## config.mk

```make
export PLATFORM = sky130hd
export DESIGN_NAME = alu_share_arbiter
export DESIGN_NICKNAME = d
export VERILOG_FILES = /design/src/rtl/alu_share_arbiter_pkg.sv /design/src/rtl/alu_share_arbiter_alu_core.sv /design/src/rtl/alu_share_arbiter.sv
export SDC_FILE = /design/constraint.sdc
export NUM_CORES = 1
export LEC_CHECK = 0
export CORE_MARGIN = 8
export CORE_UTILIZATION = 50
export DETAILED_ROUTE_END_ITERATION = 10
export PLACE_DENSITY = 0.78
export SYNTH_ARGS = -nofsm -noshare
export SYNTH_HDL_FRONTEND = slang
export SYNTH_SLANG_ARGS = --single-unit
```

## constraint.sdc

```tcl
create_clock -name clk -period 4.76 [get_ports clk]
set_input_delay 0.476 -clock clk [delete_from_list [all_inputs] [get_ports clk]]
set_output_delay 0.476 -clock clk [all_outputs]
set_load 0.005 [all_outputs]
```

## src/rtl/alu_share_arbiter_pkg.sv

```systemverilog
// Shared definitions for the two-requester ALU arbiter: opcodes, FSM states
// and the default datapath width.
package alu_share_arbiter_pkg;

  localparam int WIDTH_DEF = 32;

  localparam logic [2:0] ALU_ADD = 3'd0;
  localparam logic [2:0] ALU_SUB = 3'd1;
  localparam logic [2:0] ALU_AND = 3'd2;
  localparam logic [2:0] ALU_OR  = 3'd3;
  localparam logic [2:0] ALU_SRL = 3'd4;
  localparam logic [2:0] ALU_SRA = 3'd5;

  typedef enum logic {
    IDLE = 1'b0,
    HOLD = 1'b1
  } state_e;

endpackage

```

## src/rtl/alu_share_arbiter_alu_core.sv

```systemverilog
// Purely combinational ALU shared by both requesters. Opcodes 6 and 7 are
// illegal: they raise err and force the result to zero.
module alu_core
  import alu_share_arbiter_pkg::*;
#(
  parameter int WIDTH = WIDTH_DEF
) (
  input  logic [WIDTH-1:0] a,
  input  logic [WIDTH-1:0] b,
  input  logic [2:0]       op,
  output logic [WIDTH-1:0] c,
  output logic             err
);

  localparam int SHW = $clog2(WIDTH);

  logic [SHW-1:0] shamt;

  assign shamt = b[SHW-1:0];

  always_comb begin
    c   = '0;
    err = 1'b0;
    case (op)
      ALU_ADD: c = a + b;
      ALU_SUB: c = a - b;
      ALU_AND: c = a & b;
      ALU_OR:  c = a | b;
      ALU_SRL: c = a >> shamt;
      ALU_SRA: c = $signed(a) >>> shamt;
      default: err = 1'b1;
    endcase
  end

endmodule

```

## src/rtl/alu_share_arbiter.sv

```systemverilog
// Time-shares one combinational ALU between two valid/ready requesters and
// holds the registered result until the consumer takes it.
module alu_share_arbiter
  import alu_share_arbiter_pkg::*;
#(
  parameter int WIDTH = WIDTH_DEF,
  parameter bit RR_EN = 1'b1
) (
  input  logic             clk,
  input  logic             rst_n,
  input  logic             req0_valid,
  output logic             req0_ready,
  input  logic [2:0]       req0_op,
  input  logic [WIDTH-1:0] req0_a,
  input  logic [WIDTH-1:0] req0_b,
  input  logic             req1_valid,
  output logic             req1_ready,
  input  logic [2:0]       req1_op,
  input  logic [WIDTH-1:0] req1_a,
  input  logic [WIDTH-1:0] req1_b,
  output logic             rsp_valid,
  input  logic             rsp_ready,
  output logic             rsp_id,
  output logic [WIDTH-1:0] rsp_data,
  output logic             rsp_err
);

  state_e           state_q, state_d;
  logic             last_grant_q, last_grant_d;
  logic             rsp_valid_q, rsp_valid_d;
  logic             rsp_id_q, rsp_id_d;
  logic [WIDTH-1:0] rsp_data_q, rsp_data_d;
  logic             rsp_err_q, rsp_err_d;

  logic             grant_valid;
  logic             grant_id;
  logic [WIDTH-1:0] alu_a;
  logic [WIDTH-1:0] alu_b;
  logic [2:0]       alu_op;
  logic [WIDTH-1:0] alu_c;
  logic             alu_err;

  // Grants depend only on state and the request valids, never on rsp_ready.
  always_comb begin
    grant_valid = 1'b0;
    grant_id    = 1'b0;
    if (rst_n && (state_q == IDLE)) begin
      if (req0_valid && req1_valid) begin
        grant_valid = 1'b1;
        grant_id    = RR_EN ? ~last_grant_q : 1'b0;
      end else if (req0_valid) begin
        grant_valid = 1'b1;
        grant_id    = 1'b0;
      end else if (req1_valid) begin
        grant_valid = 1'b1;
        grant_id    = 1'b1;
      end
    end
  end

  assign req0_ready = grant_valid & ~grant_id;
  assign req1_ready = grant_valid &  grant_id;

  assign alu_a  = grant_id ? req1_a  : req0_a;
  assign alu_b  = grant_id ? req1_b  : req0_b;
  assign alu_op = grant_id ? req1_op : req0_op;

  alu_core #(
    .WIDTH(WIDTH)
  ) u_alu (
    .a  (alu_a),
    .b  (alu_b),
    .op (alu_op),
    .c  (alu_c),
    .err(alu_err)
  );

  always_comb begin
    state_d      = state_q;
    last_grant_d = last_grant_q;
    rsp_valid_d  = rsp_valid_q;
    rsp_id_d     = rsp_id_q;
    rsp_data_d   = rsp_data_q;
    rsp_err_d    = rsp_err_q;
    case (state_q)
      IDLE: begin
        if (grant_valid) begin
          state_d      = HOLD;
          last_grant_d = grant_id;
          rsp_valid_d  = 1'b1;
          rsp_id_d     = grant_id;
          rsp_data_d   = alu_c;
          rsp_err_d    = alu_err;
        end
      end
      HOLD: begin
        if (rsp_ready) begin
          state_d     = IDLE;
          rsp_valid_d = 1'b0;
        end
      end
      default: state_d = IDLE;
    endcase
  end

  // last_grant resets to 1 so requester 0 wins the first tie.
  always_ff @(posedge clk or negedge rst_n) begin
    if (!rst_n) begin
      state_q      <= IDLE;
      last_grant_q <= 1'b1;
      rsp_valid_q  <= 1'b0;
      rsp_id_q     <= 1'b0;
      rsp_data_q   <= '0;
      rsp_err_q    <= 1'b0;
    end else begin
      state_q      <= state_d;
      last_grant_q <= last_grant_d;
      rsp_valid_q  <= rsp_valid_d;
      rsp_id_q     <= rsp_id_d;
      rsp_data_q   <= rsp_data_d;
      rsp_err_q    <= rsp_err_d;
    end
  end

  assign rsp_valid = rsp_valid_q;
  assign rsp_id    = rsp_id_q;
  assign rsp_data  = rsp_data_q;
  assign rsp_err   = rsp_err_q;

endmodule

```

; ---- After elaboration in Yosys (flattened, before gate mapping)
; Cells that the tools add are included.
[word_totals]
ff_bits = 37
output_inout_bits = 37
word_cells = 48
[classes]
addsub = 2
eq_ne = 7
n_shift = 2
muxes = 18
bitwise = 7
reduce_logical = 6
[ops]
columns = cell, n
row1 = case mux 32 bit (6 select lines), 1
row2 = two-way mux 32 bit, 2
row3 = adder 32 bit, 1
row4 = bitwise AND 32 bit, 1
row5 = OR 32 bit, 1
row6 = right shift 32 x 5 -> 32 bit, 1
row7 = >>> shifter 32 x 5 -> 32 bit, 1
row8 = subtractor 32 bit, 1
row9 = two-way mux 1 bit, 12
row10 = "== test 3 x 2 -> 1 bit, second input constant", 2
row11 = "== test 3 bit, second input constant", 2
row12 = OR reduction 6 bit, 1
row13 = "inequality test 2 bit, second input constant", 2
row14 = case mux 1 bit (2 select lines), 2
row15 = AND reduction 2 bit, 2
row16 = "== test 3 x 1 -> 1 bit, second input constant", 1
row17 = zero test 3 bit, 1
row18 = two-way mux 3 bit, 1
row19 = inverter 1 bit, 3
row20 = bitwise AND 1 bit, 2
row21 = logical AND 1 bit, 2

; ---- Longest topological paths before layout
; Gate-level depths: netlist of run 1.
[logic_depth]
ltp_word = 8
ltp_mapped = 23
ltp_nobuf = 20

; ---- By module
; From an unflattened synthesis of run 1, not the netlist that was laid out.
[unflattened]
cells_unflattened = 933
hier_area_um2 = 7505.9
[modules_own_cells]
columns = mod, instances, cells_each, area_each_um2, seq_area_each_um2
row1 = alu_core, 1, 771, 5191.2, 0.0
row2 = alu_share_arbiter, 1, 162, 2314.7, 927.1

; ---- Worst setup path after synthesis of run 1
; Ideal clock, no wire load.
[synth_timing]
path_type = input -> register
startpoint = in rst_n
endpoint = reg rsp_data_q[29] (netlist: rsp_data[29])
setup_ns = 0.126
arrival_ns = 4.356
t_required_ns = 4.634
setup_slack_ns = 0.278
cell_stages = 22
n_path_buf = 4
path_cell_list = nor2b_1 buf_2 nand2_4 mux2_1 buf_2 inv_2 buf_6 buf_2 ha_1 o211ai_1 or2_1 nor3_2 nor2_1 xor2_1 ha_1 and4_1 nand3_1 a2bb2oi_1 o211ai_1 o31ai_1 xnor2_1 a221o_1
[synth_via]
elab_chain_len = 5
elab_cells_between_ends = 20
classes_between = add/sub (2) / eq/ne (5) / shift (2) / mux (6) / bitwise (2) / reduce/logical (3)
[synth_lines]
columns = element, line
row1 = start: declaration, alu_share_arbiter.sv:10  ; input logic rst_n,
row2 = logical AND 1 bit *, alu_share_arbiter.sv:47  ; if (rst_n && (state_q == IDLE)) begin
row3 = two-way mux 1 bit, alu_share_arbiter.sv:47
row4 = "two-way mux 32 bit, or another cell as far along", alu_share_arbiter.sv:64  ; assign alu_a = grant_id ? req1_a : req0_a;
row5 = "subtractor 32 bit, or another cell as far along", alu_share_arbiter_alu_core.sv:26  ; ALU_SUB: c = a - b;
row6 = case mux 32 bit (6 select lines), alu_share_arbiter_alu_core.sv:24  ; case (op)
row7 = end signal: assignment, alu_share_arbiter.sv:120  ; rsp_data_q <= rsp_data_d;
row8 = end: declaration, alu_share_arbiter.sv:32  ; logic [WIDTH-1:0] rsp_data_q, rsp_data_d;
; Mark *: on every way between the ends. The rest lies on a longest branch, timed or not.
; A chain may end at the register's enable or synchronous reset.

; ---- Worst setup path after layout of run 1
[layout_timing]
startpoint = in req1_valid
endpoint = reg rsp_data_q[29] (netlist: rsp_data[29])
[layout_via]
elab_chain_len = 7
elab_cells_between_ends = 25
classes_between = add/sub (2) / eq/ne (5) / shift (2) / mux (11) / bitwise (2) / reduce/logical (3)
[layout_lines]
columns = element, line
row1 = start: declaration, alu_share_arbiter.sv:16  ; input logic req1_valid,
row2 = two-way mux 1 bit, alu_share_arbiter.sv:54  ; end else if (req1_valid) begin
row3 = two-way mux 1 bit, alu_share_arbiter.sv:51  ; end else if (req0_valid) begin
row4 = two-way mux 1 bit, alu_share_arbiter.sv:48  ; if (req0_valid && req1_valid) begin
row5 = two-way mux 1 bit, alu_share_arbiter.sv:47
row6 = "two-way mux 32 bit, or another cell as far along", alu_share_arbiter.sv:64
row7 = "subtractor 32 bit, or another cell as far along", alu_share_arbiter_alu_core.sv:26
row8 = case mux 32 bit (6 select lines), alu_share_arbiter_alu_core.sv:24
; Parallel ways exist; a longest one is shown, timed or not.

==> summary.txt, run 1 <==
Route
  • DR WL/cell: 23.13 um
  • Via/cell ratio: 6.407
  • Post-route DRC: 0
  • Routed vias: 10,760
  • Final ANT Viol Nets: 0
  • Total Wirelength: 38,860 um
  • Iteration-0 DRC count of the detailed router: 1,325
  • First-pass DRT Iterations: 8

Synthesis
  • Main synth FF type: dfrtp_1
  • Synth top cells by count: 161 x nand2_1, 122 x mux2i_1, 117 x nor2_1
  • Syn. warnings: 0
  • Synthesis-stage register bit count: 37
  • Yosys top cell area share: 14.17%
  • Synth area leader: mux2i_1
  • Most frequent cell after synthesis: nand2_1
  • Post-Synth XOR/XNOR Area: 5.998%
  • Multiplexer share of the synthesized area: 20.74%
  • Mapped Cells: 1,207
  • Syn Area/Cell: 7.138 sq um
  • Yosys cell types: 84
  • Cell area after synthesis: 8616 sq um
  • Ys async rst share: 100.0%
  • Synth top area cells: mux2i_1 14%, dfrtp_1 10%, nand2_1 7.0%
  • Post-synthesis simple-gate area fraction: 22.31%
  • Seq/Total Area, Yosys: 10.76%
  • Post-synth EDFFs: 0
  • Post-Synth Adder-Cell Area: 6.564%
  • Main combinational cell family by area after synthesis: compound AO/OA/AOI/OAI gates
  • Mapped Nets: 1,381
  • Compound-Gate Fraction of Synth Area: 28.19%

STA
  • Slew Limit Headroom: 39.69%
  • Max-slew violation count: 0
  • Hold slack: 258.6 ps
  • RSZ-0062 raised after global routing: false
  • Final Cycle Share: 94.04%
  • Clock skew: 5.380 ps
  • Fmax: 223.4 MHz
  • Setup-failing EPs final: 0
  • Min Tclk post-route: 4476 ps
  • Hold Fails Final Rpt: 0
  • Worst-Margin Slew: 879.5 ps

Finish
  • Post-layout instance area: 11,530 sq um
  • Area of the multi-input gates: 7267 sq um
  • Area growth, synth to finish: 33.79%
  • Filler cells: 1,569
  • Fin util: 67.58%
  • FF/Latch Area: 927.1 sq um
  • Diodes inserted: 0
  • Final std cells w/o fill: 1,680
  • Final #Nets: 1,628
  • Fraction of layout cells with a size suffix above 1: 15.60%

Placed design
  • Placer Congestion: 1.019
  • Detailed Place HPWL: 31,290 um
  • Placed inst area: 11,350 sq um
  • Port Buffers: 175
  • Placed insts: 1,672

Run status
  • Outcome: finished clean

Pwr
  • Switching power: 1.334 mW
  • PD cells: 253.4 nW/um^2
  • Peak supply drop: 0.1655 mV
  • Switch share: 45.67%
  • Internal: 1.587 mW
  • Flop pwr share: 16.0%
  • Clock power frac: 12.9%
  • Lkg Pwr: 5.086 nW
  • Gate power share: 71.1%

Clock tree
  • CTS HTree Levels: 2
  • Clk slew on worst S/H paths: 70 ps
  • Skew-Pair Late Insertion Delay: 300 ps
  • Root Driver: clkbuf_16
  • Post-CTS Setup Repair Bufs: 0
  • CTS Buf Count: 5
  • Num Clock Sinks: 37
  • Max Root-Sink Buffers: 2
  • CTS tree: built

Global routing
  • Vias in the first global route: 10,460
  • Largest net degree at the start of global routing: 81
  • Gr ovfl total: 0
  • Initial antenna violation count: 0
  • All-layer global routing usage: 34.37%
  • Wire length of the first global-routing pass: 59,440 um

Floorplanning
  • Top Ports: 176
  • DIE AREA: 21,690 sq um
  • Core area: 17,060 sq um
  • Die height: 147.3 um
  • Num rows: 48
  • Chip width: 147.3 um
  • Starting Density: 50.51%

Setup path
  • Crit-path leading delay family: compound AO/OA/AOI/OAI gates
  • Critical path buffers and inverters: 5
  • Worst Path Arrival: 4660 ps
  • Worst Path Max Fanout: 14
  • Worst setup EP type: flop
  • Reg2reg path depth: 20
  • Slowest-stage cell, CP: clkdlybuf4s50_1
  • CP Class: input port to flop
  • Worst EP required: 4940 ps
  • R2r endpoint: rsp_data[29]$_DFFE_PN0P_
  • Crit-path max cell delay: 490 ps
  • CP startpoint kind: input port
  • R2r setup slk: 430 ps
  • Reg-to-Reg Start: last_grant_q$_DFFE_PN1P_
  • Critical Path, Cell by Cell: clkdlybuf4s50_1 > a21boi_4 > nand2_8 > inv_4 > buf_4 > mux2i_4 > nor2_2 > buf_12 > a21oi_1 > xor2_1 > ha_1 > buf_4 > o21a_1 > o211ai_1 > a31o_2 > a21oi_1 > o21ai_1 > o211ai_1 > o31ai_1 > xnor2_1 > a221o_1

Flow run
  • Max Cap Violations: 0

Hold path
  • Hold Crit Class: input port to async pin
==> worst register-to-register path: cells and delay by family (launching register included) <==
family                   cells  cell delay [ps]
flip-flops                   1              580
AND/OR/NAND/NOR              3              680
buffers and inverters        3              370
XOR/XNOR                     2              270
AO/OA/AOI/OAI               11             2010
adder cells (fa/ha/maj)      1              320
==> what timing repair did <==
action	in CTS	in global routing
gates resized for setup	0	5
hold buffers	0	0
endpoints found under the setup margin	0	3
==> cells in the final DEF, fill, tap and decap left out, types with 12 or more instances in the layout <==
master / count
a211oi_1: 21
a21o_1: 14
a21oi_1: 109
a31oi_1: 16
buf_4: 133
clkdlybuf4s50_1: 172
dfrtp_1: 36
ha_1: 33
inv_1: 28
maj3_1: 12
mux2_2: 34
mux2i_1: 120
nand2_1: 161
nand2b_1: 15
nand3_1: 32
nor2_1: 117
nor3_1: 29
o211ai_1: 18
o21ai_0: 87
xnor2_1: 33
xor2_1: 26
==> cell families after synthesis <==
logic type                 count (synthesis)
adders and majority gates                 47
muxes                                    166
buffers and inverters                    100
xor gates and xnor gates                  59
DFF                                       37
and+or+nand+nor                          422
AOI/OAI and AO/OA                        376
==> worst max-delay path by stage <==
stage / from / to / slack [ps] / cells after the start
2_1_floorplan: rst_n / rsp_data[29]$_DFFE_PN0P_ / 280 / 22
3_3_place_gp: req1_valid / rsp_data[26]$_DFFE_PN0P_ / 20 / 18
3_5_place_dp: req1_valid / rsp_data[26]$_DFFE_PN0P_ / -100 / 18
4_1_cts: req1_valid / rsp_data[26]$_DFFE_PN0P_ / 210 / 18
5_1_grt: req1_valid / rsp_data[29]$_DFFE_PN0P_ / 3 / 19
6_report: req1_valid / rsp_data[29]$_DFFE_PN0P_ / 280 / 21
==> layout make-up <==
class                      instances  share of cell area, %
clock inverter                     1                0.07598
tap                              225                  2.442
multi-input combinational       1070                  63.04
sequential                        37                  8.043
timing repair buffer             310                  24.07
clock buffer                       7                  1.324
inverter                          30                 0.9986
==> metrics by stage <==
stage	setup slack (ps)	setup TNS, ps	total power, mW
2_1_floorplan	277.6	0	1.583
5_1_grt	3.048	0	3.087
4_1_cts	205.9	0	2.878
6_report	283.7	0	2.921
3_3_place_gp	17.46	0	2.476
3_5_place_dp	-96.01	-156.3	2.491
==> sequential cells by signal, indices dropped and copies added, names as in the netlist <==
name          count
state_q           1
rsp_data         32
rsp_valid         1
rsp_id            1
last_grant_q      1
rsp_err           1
==> power by group through the flow <==
stage	sequential (mW)	combinational [mW]	clock [mW]
3_3_place_gp	0.471	2.01	0
5_1_grt	0.474	2.22	0.390
4_1_cts	0.466	2.03	0.379
2_1_floorplan	0.455	1.13	0
3_5_place_dp	0.468	2.02	0
6_report	0.467	2.08	0.377
==> layer usage <==
metal | global-route usage [%] | part of all wire (%)
met3 | 8.428 | 12
met1 | 46.06 | 42
met2 | 52.64 | 43
met4 | 11.17 | 2.9
met5 | 2.850 | 0.20
(Power assumes the default switching activity.)
==> run 2: changes to the inputs <==
--- a/config.mk
+++ b/config.mk
@@ -5,9 +5,10 @@
 export SDC_FILE = /design/constraint.sdc
 export NUM_CORES = 1
 export LEC_CHECK = 0
-export CORE_MARGIN = 8
+export CORE_MARGIN = 2
 export CORE_UTILIZATION = 50
 export DETAILED_ROUTE_END_ITERATION = 10
+export MAX_ROUTING_LAYER = met4
 export PLACE_DENSITY = 0.78
 export SYNTH_ARGS = -nofsm -noshare
 export SYNTH_HDL_FRONTEND = slang
==> run 2 against run 1 <==
Effect of this change: die area is 16% lower; clock power shrank 8.2%; total power up 0.41%; utilization is 2.0 points higher; design area increased by 0.86%; clock skew down 0.69 ps; count of clock-buffer cells in the layout is the same; worst setup slack got worse by 180 ps; maximum frequency shrank 3.8%; highest routed layer is now met4.
==> summary.txt, run 2 (synthesis results as in run 1) <==
Floorplanning
  • Die height: 135.3 um
  • Core area: 16,700 sq um
  • Num rows: 47
  • Chip width: 135.3 um
  • Top Ports: 176
  • Starting Density: 51.59%
  • DIE AREA: 18,300 sq um

Clock tree
  • CTS tree: built
  • Clk slew on worst S/H paths: 60 ps
  • Post-CTS Hold Buffers: 0
  • Root Driver: clkbuf_16
  • CTS Buf Count: 5
  • CTS HTree Levels: 2
  • Max Root-Sink Buffers: 2
  • Num Clock Sinks: 37
  • Skew-Pair Late Insertion Delay: 280 ps

Setup path
  • Worst Path Max Fanout: 5
  • Critical path buffers and inverters: 4
  • CP startpoint kind: input port
  • CP Class: input port to flop
  • Critical path's most frequent cell: buf_4
  • Critical path launch point: req1_valid
  • Worst Path Arrival: 4810 ps
  • Worst EP required: 4920 ps
  • Critical Path, Cell by Cell: clkdlybuf4s50_1 > a21boi_4 > nand2_8 > mux2_1 > inv_2 > ha_2 > nor2_1 > a21oi_1 > fa_1 > nand2b_1 > a211oi_2 > nor3b_1 > buf_4 > o21ai_2 > a2111oi_4 > buf_4 > o31ai_2 > o41ai_2 > xor2_1 > o311ai_0
  • Worst setup EP type: flop
  • Crit-path max cell delay: 480 ps
  • Slowest-stage cell, CP: clkdlybuf4s50_1
  • Crit-path leading delay family: compound AO/OA/AOI/OAI gates
  • Reg-to-Reg Start: state_q$_DFF_PN0_

Global routing
  • Vias in the first global route: 10,440
  • Initial antenna violation count: 0
  • Largest net degree at the start of global routing: 47
  • Wire length of the first global-routing pass: 59,730 um
  • All-layer global routing usage: 43.60%
  • Gr ovfl total: 0

STA
  • Slew Limit Headroom: 43.89%
  • Sum of negative setup slack: 0 ps
  • Final Cycle Share: 97.73%
  • Max-slew violation count: 0
  • Setup-failing EPs final: 0
  • Worst-Margin Slew: 836.7 ps
  • Hold slack: 302.6 ps
  • Clock skew: 4.695 ps
  • Hold Fails Final Rpt: 0
  • Fmax: 215.0 MHz
  • Min Tclk post-route: 4652 ps

Hold path
  • Hold Crit Class: input port to async pin

Finish
  • Area growth, synth to finish: 34.94%
  • Fraction of layout cells with a size suffix above 1: 16.39%
  • Diodes inserted: 0
  • Most frequent cells in the layout: 172 x clkdlybuf4s50_1, 161 x nand2_1, 141 x buf_4, 120 x mux2i_1, 117 x nor2_1
  • Final #Nets: 1,638
  • Leading cell type in the layout, fill and taps excluded: clkdlybuf4s50_1
  • Filler cells: 1,442
  • Max FFs per register: 32

Route
  • Routed vias: 10,910
  • DR WL/cell: 23.54 um
  • Total Wirelength: 39,650 um
  • Via/cell ratio: 6.477
  • Iteration-0 DRC count of the detailed router: 1,230
  • Post-route DRC: 0
  • First-pass DRT Iterations: 8
  • Final ANT Viol Nets: 0

Placed design
  • Placer Congestion: 1.044
  • Detailed Place HPWL: 32,050 um
  • Port Buffers: 175

Run status
  • Outcome: finished clean

Pwr
  • Peak supply drop: 0.1633 mV
  • PD cells: 252.3 nW/um^2
  • Lkg Pwr: 5.136 nW

Flow run
  • Max Cap Violations: 0
==> run 2: cell types whose count changed in the layout (fill, tap and decap cells not counted), sizes merged <==
cell and delta:
inv -1, buf +10
==> run 2: power breakdown <==
part / leakage [nW] / switching, mW / internal, mW / total, mW
Combinational: 4.59 / 1.14 / 0.979 / 2.12
Sequential: 0.476 / 0.0701 / 0.400 / 0.470
Clock: 0.0700 / 0.140 / 0.206 / 0.346
Total: 5.14 / 1.35 / 1.59 / 2.93
==> run 2: area by class of cell <==
type	instances	area [sq um]	area share (%)
multi-input combinational	1070	7291	62.71
timing repair buffer	320	2875	24.73
sequential	37	927.1	7.975
tap	220	275.3	2.368
clock buffer	7	142.6	1.227
inverter	30	115.1	0.9901
==> run 2: repair_timing <==
action | CTS | global route
buffers inserted | 0 | 1
setup endpoints to repair | 0 | 5
resized for setup | 0 | 9
==> run 2: metal layers <==
metal | track usage [%] | part of all wire (%) | wire, um
met5 | - | 0 | 0
met4 | 19.97 | 5.6 | 2217
met3 | 6.510 | 9.9 | 3922
met2 | 70.67 | 46 | 18170
met1 | 53.70 | 39 | 15340
==> run 2: final timing paths <==
path	end	slack, ps	cells past startpoint
setup / recovery	rsp_data[26]$_DFFE_PN0P_	110	20
min in group clk	rsp_id$_DFFE_PN0P_	490	2
hold reg to reg	rsp_id$_DFFE_PN0P_	490	2
max in group asynchronous	rsp_data[7]$_DFFE_PN0P_	4070	2
hold / removal	rsp_data[30]$_DFFE_PN0P_	300	2
setup reg to reg	rsp_data[26]$_DFFE_PN0P_	260	20
==> run 2: worst register-to-register path: stages, from the launching register on <==
cell,delay (ps)
dfrtp_1,410
nor2b_1,200
buf_4,190
nand2_8,70
mux2_1,400
inv_2,100
ha_2,260
nor2_1,130
a21oi_1,110
fa_1,420
nand2b_1,200
a211oi_2,300
nor3b_1,100
buf_4,150
o21ai_2,210
a2111oi_4,80
buf_4,180
o31ai_2,320
o41ai_2,100
xor2_1,140
o311ai_0,310
==> run 2: stage by stage <==
step	instance area, sq um	worst slack, ps	cells	util (%)	total power, mW
floorplan	8616	277.6	1207	-	1.583
global placement	11440	-26.83	1676	68.50	2.482
detailed placement	11440	-173.4	1676	68.50	2.510
CTS	11580	110.9	1683	69.35	2.858
global route	11630	-85.28	1684	69.61	3.095
finish	11630	108.2	1684	69.61	2.934
==> run 3: changes to the inputs <==
--- a/config.mk
+++ b/config.mk
@@ -8,8 +8,10 @@
 export CORE_MARGIN = 2
 export CORE_UTILIZATION = 50
 export DETAILED_ROUTE_END_ITERATION = 10
+export DONT_BUFFER_PORTS = 1
+export GPL_ROUTABILITY_DRIVEN = 0
 export MAX_ROUTING_LAYER = met4
-export PLACE_DENSITY = 0.78
+export SKIP_CTS_REPAIR_TIMING = 1
 export SYNTH_ARGS = -nofsm -noshare
 export SYNTH_HDL_FRONTEND = slang
 export SYNTH_SLANG_ARGS = --single-unit
==> run 3 against run 2 <==
Effect of this change: design area down 21%; die area unchanged; sequential share of layout area up 2.1 points; clock power down 2%; register-to-register slack better by 60 ps; final cell count down 16%; count of clock-buffer cells in the layout up 1; global-route usage down 4.5 points; routed wire length down 11%; utilization down 15 points; largest power group unchanged; highest routed layer unchanged.
==> summary.txt, run 3 (synthesis results as in run 1) <==
Floorplanning
  • Die height: 135.3 um
  • Num rows: 47
  • DIE AREA: 18,300 sq um
  • Top Ports: 176
  • Core area: 16,700 sq um
  • Chip width: 135.3 um
  • Starting Density: 51.59%

Pwr
  • Peak supply drop: 0.1552 mV
  • Clock power frac: 14.2%
  • Flop pwr share: 20.5%
  • Switching power: 1.173 mW
  • Gate power share: 65.3%
  • Switch share: 49.04%
  • Lkg Pwr: 4.005 nW
  • PD cells: 261.0 nW/um^2
  • Internal: 1.219 mW

Global routing
  • Gr ovfl total: 0
  • Largest net degree at the start of global routing: 90
  • Initial antenna violation count: 0
  • Vias in the first global route: 8,871
  • All-layer global routing usage: 39.08%
  • Wire length of the first global-routing pass: 53,430 um

STA
  • PnR worst setup slack: 320.3 ps
  • Fmax: 225.2 MHz
  • Max-slew violation count: 0
  • Clock skew: 8.064 ps
  • Worst-Margin Slew: 961.4 ps
  • Slew Limit Headroom: 35.52%
  • Final Cycle Share: 93.27%
  • Hold slack: 20.41 ps
  • Min Tclk post-route: 4440 ps
  • RSZ-0062 raised after global routing: false
  • Hold Fails Final Rpt: 0
  • Setup-failing EPs final: 0
  • Sum of negative setup slack: 0 ps

Placed design
  • Port Buffers: 0
  • Placed insts: 1,409
  • Detailed Place HPWL: 27,780 um
  • Pre-CTS setup slack: 131.4 ps

Finish
  • Most frequent cells in the layout: 161 x nand2_1, 120 x mux2i_1, 117 x nor2_1, 109 x a21oi_1, 88 x o21ai_0
  • Leading cell type in the layout, fill and taps excluded: nand2_1
  • Max FFs per register: 32
  • Fin util: 54.87%
  • Fraction of layout cells with a size suffix above 1: 11.35%
  • Final std cells w/o fill: 1,418
  • Final #Nets: 1,371
  • Diodes inserted: 0
  • Area growth, synth to finish: 6.361%

Run status
  • Outcome: finished clean

Setup path
  • Worst setup EP type: flop
  • Worst Path Max Fanout: 18
  • CP startpoint kind: flop
  • CP Class: flop to flop
  • Worst EP required: 4930 ps
  • Worst Path Arrival: 4610 ps

Route
  • Routed vias: 9,563
  • Total Wirelength: 35,320 um
  • DR WL/cell: 24.91 um
  • First-pass DRT Iterations: 7
  • Post-route DRC: 0
  • Via/cell ratio: 6.744
  • Iteration-0 DRC count of the detailed router: 1,065
  • Final ANT Viol Nets: 0

Clock tree
  • CTS HTree Levels: 2
  • Root Driver: clkbuf_16
  • CTS Buf Count: 5
  • Skew-Pair Late Insertion Delay: 290 ps
  • CTS tree: built
  • Num Clock Sinks: 37
  • Clk slew on worst S/H paths: 70 ps
  • Max Root-Sink Buffers: 2

Flow run
  • Max Cap Violations: 0

Hold path
  • Hold Crit Class: input port to async pin
-- run 3: final timing paths --
kind / start / end / slack [ps] / cells after the start
setup / recovery: last_grant_q$_DFFE_PN1P_ / rsp_data[26]$_DFFE_PN0P_ / 320 / 20
hold / removal: rst_n / rsp_data[6]$_DFFE_PN0P_ / 20 / 1
setup reg to reg: last_grant_q$_DFFE_PN1P_ / rsp_data[26]$_DFFE_PN0P_ / 320 / 20
hold reg to reg: last_grant_q$_DFFE_PN1P_ / last_grant_q$_DFFE_PN1P_ / 480 / 2
max in group asynchronous: rst_n / rsp_data[14]$_DFFE_PN0P_ / 4530 / 1
min in group clk: rsp_ready / state_q$_DFF_PN0_ / 280 / 1
-- run 3: worst max-delay path, stage by stage (launching register included) --
cell,delay [ps]
dfstp_2,550
a21boi_4,80
nand2_8,120
inv_4,30
buf_4,180
buf_4,210
or3_1,360
o31ai_4,180
a21oi_1,170
xnor2_1,150
ha_1,340
o211ai_1,120
a211oi_1,290
nor3b_1,100
buf_4,150
o21ai_2,230
a2111oi_4,80
o31ai_1,420
o41ai_2,110
xor2_1,140
o311ai_0,280
-- run 3: power groups by stage --
stage          clock [mW]  sequential, mW  combinational [mW]
2_1_floorplan           0           0.455                1.13
3_3_place_gp            0           0.495                1.50
3_5_place_dp            0           0.496                1.51
4_1_cts             0.336           0.491                1.51
5_1_grt             0.347           0.500                1.69
6_report            0.338           0.491                1.56
-- run 3: metrics by stage --
stage | total power [mW] | instance area [sq um]
CTS | 2.342 | 9131
global placement | 1.997 | 8995
detailed placement | 2.003 | 8995
finish | 2.391 | 9164
global route | 2.538 | 9164
floorplan | 1.583 | 8616
-- run 3: layout make-up --
| class | count | area, sq um |
|---|---|---|
| inverter | 30 | 115.1 |
| sequential | 37 | 927.1 |
| fill | 1737 | 7537 |
| clock buffer | 8 | 136.4 |
| timing repair buffer | 53 | 442.9 |
| tap | 220 | 275.3 |
| multi-input combinational | 1070 | 7267 |
-- run 3: layer usage --
layer,up-vias,global-route usage [%],part of all wire (%)
li1,4446,-,-
met1,4447,50.84,40
met2,572,58.66,43
met3,98,7.033,11
met5,-,-,0
met4,0,18.75,5.9
